### config.mk
export PLATFORM = sky130hd
export DESIGN_NAME = pico_result_buffer
export DESIGN_NICKNAME = d
export VERILOG_FILES = /design/src/rtl/pico_result_buffer.sv
export SDC_FILE = /design/constraint.sdc
export NUM_CORES = 1
export LEC_CHECK = 0
export CAP_MARGIN = 10
export CORE_MARGIN = 2
export CORE_UTILIZATION = 55
export DETAILED_ROUTE_END_ITERATION = 10
export PLACE_DENSITY = 0.89
export RECOVER_POWER = 25
export SKIP_CTS_REPAIR_TIMING = 1
export SYNTH_ARGS = -nofsm -noshare
export SYNTH_HDL_FRONTEND = slang
export SYNTH_SLANG_ARGS = --single-unit
### constraint.sdc
create_clock -name clk -period 4.2 [get_ports clk]
set_input_delay 1.05 -clock clk [delete_from_list [all_inputs] [get_ports clk]]
set_output_delay 1.05 -clock clk [all_outputs]
set_load 0.01 [all_outputs]
### src/rtl/pico_result_buffer.sv
// FWFT result buffer between the PICOMIPS ALU result bus and a valid/ready consumer.
// Optional RESULT_DEDUP_EN: drop captures equal to the last accepted entry.
module pico_result_buffer #(
    parameter int DEPTH = 4,
    localparam int AW = $clog2(DEPTH)
) (
    input  logic          clk,
    input  logic          rst,
    input  logic          cap_en,
    input  logic [7:0]    data_in,
    input  logic          sign_in,
    input  logic          rd_ready,
    output logic          rd_valid,
    output logic [7:0]    rd_data,
    output logic          rd_sign,
    output logic [AW:0]   count,
    output logic          full,
    output logic          empty,
    output logic          overflow,
    input  logic          clr_ovf
);

    localparam logic [AW:0] FULL_CNT = (AW+1)'(DEPTH);

    typedef enum logic [1:0] {
        OCC_EMPTY,
        OCC_PARTIAL,
        OCC_FULL
    } occ_e;

    occ_e          occ_q, occ_d;
    logic [AW-1:0] wr_ptr_q, wr_ptr_d;
    logic [AW-1:0] rd_ptr_q, rd_ptr_d;
    logic [AW:0]   count_q, count_d;
    logic          ovf_q, ovf_d;
    logic [8:0]    mem_q [DEPTH];

    logic [8:0]    entry;
    logic [8:0]    head;
    logic          dup;
    logic          push;
    logic          pop;
    logic          ovf_set;

    assign entry = {sign_in, data_in};
    assign head  = mem_q[rd_ptr_q];

`ifdef RESULT_DEDUP_EN
    logic [8:0] last_q, last_d;
    logic       last_vld_q, last_vld_d;

    assign dup = last_vld_q && (last_q == entry);

    always_comb begin
        last_d     = last_q;
        last_vld_d = last_vld_q;
        if (push) begin
            last_d     = entry;
            last_vld_d = 1'b1;
        end
    end

    always_ff @(posedge clk or posedge rst) begin
        if (rst) begin
            last_q     <= '0;
            last_vld_q <= 1'b0;
        end else begin
            last_q     <= last_d;
            last_vld_q <= last_vld_d;
        end
    end
`else
    assign dup = 1'b0;
`endif

    assign empty    = (occ_q == OCC_EMPTY);
    assign full     = (occ_q == OCC_FULL);
    assign rd_valid = !empty;
    assign count    = count_q;
    assign overflow = ovf_q;
    assign rd_data  = empty ? 8'h00 : head[7:0];
    assign rd_sign  = empty ? 1'b0 : head[8];

    assign pop     = rd_valid && rd_ready;
    assign push    = cap_en && !dup && (!full || pop);
    assign ovf_set = cap_en && !dup && full && !pop;

    always_comb begin
        wr_ptr_d = wr_ptr_q;
        rd_ptr_d = rd_ptr_q;
        count_d  = count_q;
        ovf_d    = ovf_q;
        occ_d    = occ_q;

        if (push) begin
            wr_ptr_d = wr_ptr_q + AW'(1);
        end
        if (pop) begin
            rd_ptr_d = rd_ptr_q + AW'(1);
        end
        if (push && !pop) begin
            count_d = count_q + 1'b1;
        end else if (pop && !push) begin
            count_d = count_q - 1'b1;
        end

        // set has priority over a coincident clear
        if (ovf_set) begin
            ovf_d = 1'b1;
        end else if (clr_ovf) begin
            ovf_d = 1'b0;
        end

        unique case (1'b1)
            (count_d == '0):      occ_d = OCC_EMPTY;
            (count_d == FULL_CNT): occ_d = OCC_FULL;
            default:              occ_d = OCC_PARTIAL;
        endcase
    end

    always_ff @(posedge clk or posedge rst) begin
        if (rst) begin
            occ_q    <= OCC_EMPTY;
            wr_ptr_q <= '0;
            rd_ptr_q <= '0;
            count_q  <= '0;
            ovf_q    <= 1'b0;
        end else begin
            occ_q    <= occ_d;
            wr_ptr_q <= wr_ptr_d;
            rd_ptr_q <= rd_ptr_d;
            count_q  <= count_d;
            ovf_q    <= ovf_d;
        end
    end

    // storage is not reset; the empty-forcing on rd_data hides stale words
    always_ff @(posedge clk) begin
        if (push) begin
            mem_q[wr_ptr_q] <= entry;
        end
    end

endmodule

==> results.md <==
- Outcome: completed
- Final min period: 3.42 ns
- Top Ports: 30
- Tot GR Track Use: 0.174
- CTS sink cnt: 46
- Max-slew violations: 0
- 1st-pass router iterations: 4
- Synth area leader: edfxtp_1
- Post-synth EDFFs: 36
- Post-Synthesis Cells: 120
- Fin Clk Skew: 0.00830 ns
- Kind of start point of the critical path: register
- Pin count of the biggest net entering global routing: 16
- Seq/Total Area, Yosys: 0.677
- Crit path required time: 3.15 ns
- Share of layout cells above drive strength 1: 0.150
- Remaining global-route overflow: 0
- # fillers: 227
- Ys Warns: 0
- GRT busiest layer: met2
- Max Cap Viol: 0
- Die height: 63.8 um
- Residual DRC: 0
- Starting Density: 0.580
- DIE WIDTH: 63.8 um
- Cell variety after synth: 26
- Initial drt markers: 37
- Nets: 172
- Vias after detailed routing: 1065
- Largest cells by area after synthesis: edfxtp_1 55%, dfrtp_1 13%, mux4_2 10%
- Avg Cell Area, Syn: 16.4 sq um
- Max clock buf depth: 2
- Post-route ant nets: 0
- Delay of the slowest cell on the worst path: 0.78 ns
- Worst Path Arrival: 2.37 ns
- Hold_ws: 0.528 ns
- CTS tree: done
- Critical path capture point type: output port
- Layout area overhead: 20.9%
- P per Cell Area: 668 nW/um^2
- Slowest cell on crit path: dfrtp_1
- # setup viols final: 0
- Initial antenna violation count: 0
- GRT met2 Usage: 0.294
- Post-synth top flop: edfxtp_1
- Worst-path maximum fanout: 11
- Rel. slew slack: 0.567
- Routing usage on met1: 0.202
- Synthesized net count: 140
- H-tree depth: 2
- CTS clk-pin slew, worst paths: 0.13 ns
- First-pass GRT wire length: 5090 um
- Fin. Hold Viols: 0
- WL final: 3130 um
- Total Neg Setup Slack: 0 ns
- RSZ-0062 raised after global routing: no
- CP Cell Sequence: mux4_2, and2_1, clkdlybuf4s50_1
- DP Area: 2300 sq um
- Inserted Diodes: 0
- Kind of critical path: register to output port
- FFs w/ async S/R, synth: 0.217
- Commonest cells post-synth: 36 x edfxtp_1, 13 x and2_1, 10 x dfrtp_1
- Routability congestion estimate: 0.734
- Post-DP HPWL: 2250 um
- Final cell count without fillers: 199
- Site row count: 21
- Fin area: 2380 sq um
- Max Clk Rate: 0.293 GHz
- Core area: 3390 sq um
- Num CTS Buffers: 5
- GR Layer Usage met3: 0.0651
- Top-count cell post-synth: edfxtp_1
- VDD IR max: 407 uV
- Vias per inst: 5.35
- Pleak: 0.856 nW
- Port buffer count: 29
- Wire per inst: 15.7 um
- Least-Margin Pin Slew: 0.649 ns
- Worst Hold Class: register to register
- Worst-Skew Late Latency: 0.36 ns
- Mapped Area: 1970 sq um
- Die area: 4070 sq um
- Synth Register Bits: 46
- Final period utilization: 0.813
- Vias in the first global route: 1089
- Clock tree root driver cell: clkbuf_4
- Share of the synthesized area in the top cell type: 0.550
- Dpl cells: 191
[cell usage in the layout, fill, tap and decap left out, drive strengths merged]
master | Yosys | layout
nor3b | 1 | 1
nand3 | 2 | 2
o32a | 1 | 1
xor2 | 1 | 1
dfrtp | 10 | 10
edfxtp | 36 | 36
nor2b | 3 | 3
nand2 | 6 | 6
clkinv | 0 | 1
mux4 | 9 | 9
and2b | 2 | 2
bufinv | 0 | 1
dlygate4sd3 | 0 | 6
and2 | 13 | 13
o21ai | 8 | 8
ha | 6 | 6
a21boi | 1 | 1
nor2 | 1 | 1
inv | 8 | 9
o211ai | 2 | 2
or2 | 2 | 2
xnor2 | 4 | 4
clkbuf | 2 | 5
clkdlybuf4s50 | 0 | 23
[critical path: cells and delay by family (launching register included)]
family / cells / cell delay, ns
flops: 1 / 0.78
simple gates: 1 / 0.16
buf+inv: 1 / 0.47
mux: 1 / 0.59
[cell families (layout without fill, tap and decap cells)]
logic type,count (synthesis),count (layout),share of synthesized area
AO/OA/AOI/OAI,12,12,0.0388
XOR/XNOR,5,5,0.0261
adder cells (fa/ha/maj),6,6,0.0382
buffers and inverters,12,45,0.0255
flip-flops,46,46,0.677
multiplexers,9,9,0.103
AND/OR/NAND/NOR,30,30,0.0910
[where the power goes]
group / switching, mW / total [mW] / internal [mW]
logic: 0.261 / 0.620 / 0.359
registers: 0.0928 / 0.701 / 0.608
clock network: 0.139 / 0.266 / 0.126
total: 0.493 / 1.59 / 1.09
[per-stage QoR]
step | total power, mW | setup WS [ns] | utilization
floorplan | 1.07 | 1.83 | -
global placement | 1.31 | 1.18 | 0.677
detailed placement | 1.35 | 1.14 | 0.677
CTS | 1.61 | 0.729 | 0.701
global route | 1.68 | 0.650 | 0.701
finish | 1.59 | 0.784 | 0.701
[metal layers]
metal	share of wire	vias to the layer above
met3	0.044	5
met5	0	-
li1	-	499
met1	0.42	534
met4	0.014	0
met2	0.52	27
[state kept, by name, indices dropped and copies added (netlist names)]
name and flops:
count 3, wr_ptr_q 2, rd_ptr_q 2, occ_q 2, mem_q 36, overflow 1
[cell type report]
cell class	instances	area [sq um]	share of cell area
Multi-Input combinational cell	62	584	0.246
Clock buffer	5	37.5	0.0158
Sequential cell	46	1330	0.560
Clock inverter	3	43.8	0.0184
Inverter	8	32.5	0.0137
Tap cell	46	57.6	0.0242
Timing Repair Buffer	29	290	0.122
[worst paths after layout]
path	from	to	slack (ns)	depth (start not counted)
max reg2reg	occ_q[0]	mem_q[2][2]	2.26	4
max in group asynchronous	rst	wr_ptr_q[1]	2.85	2
min reg2reg	count[2]	count[2]	0.53	1
min in group asynchronous	rst	rd_ptr_q[0]	1.08	2
min	count[2]	count[2]	0.53	1
max	rd_ptr_q[0]	rd_data[2]	0.78	3
(Power assumes the default switching activity.)
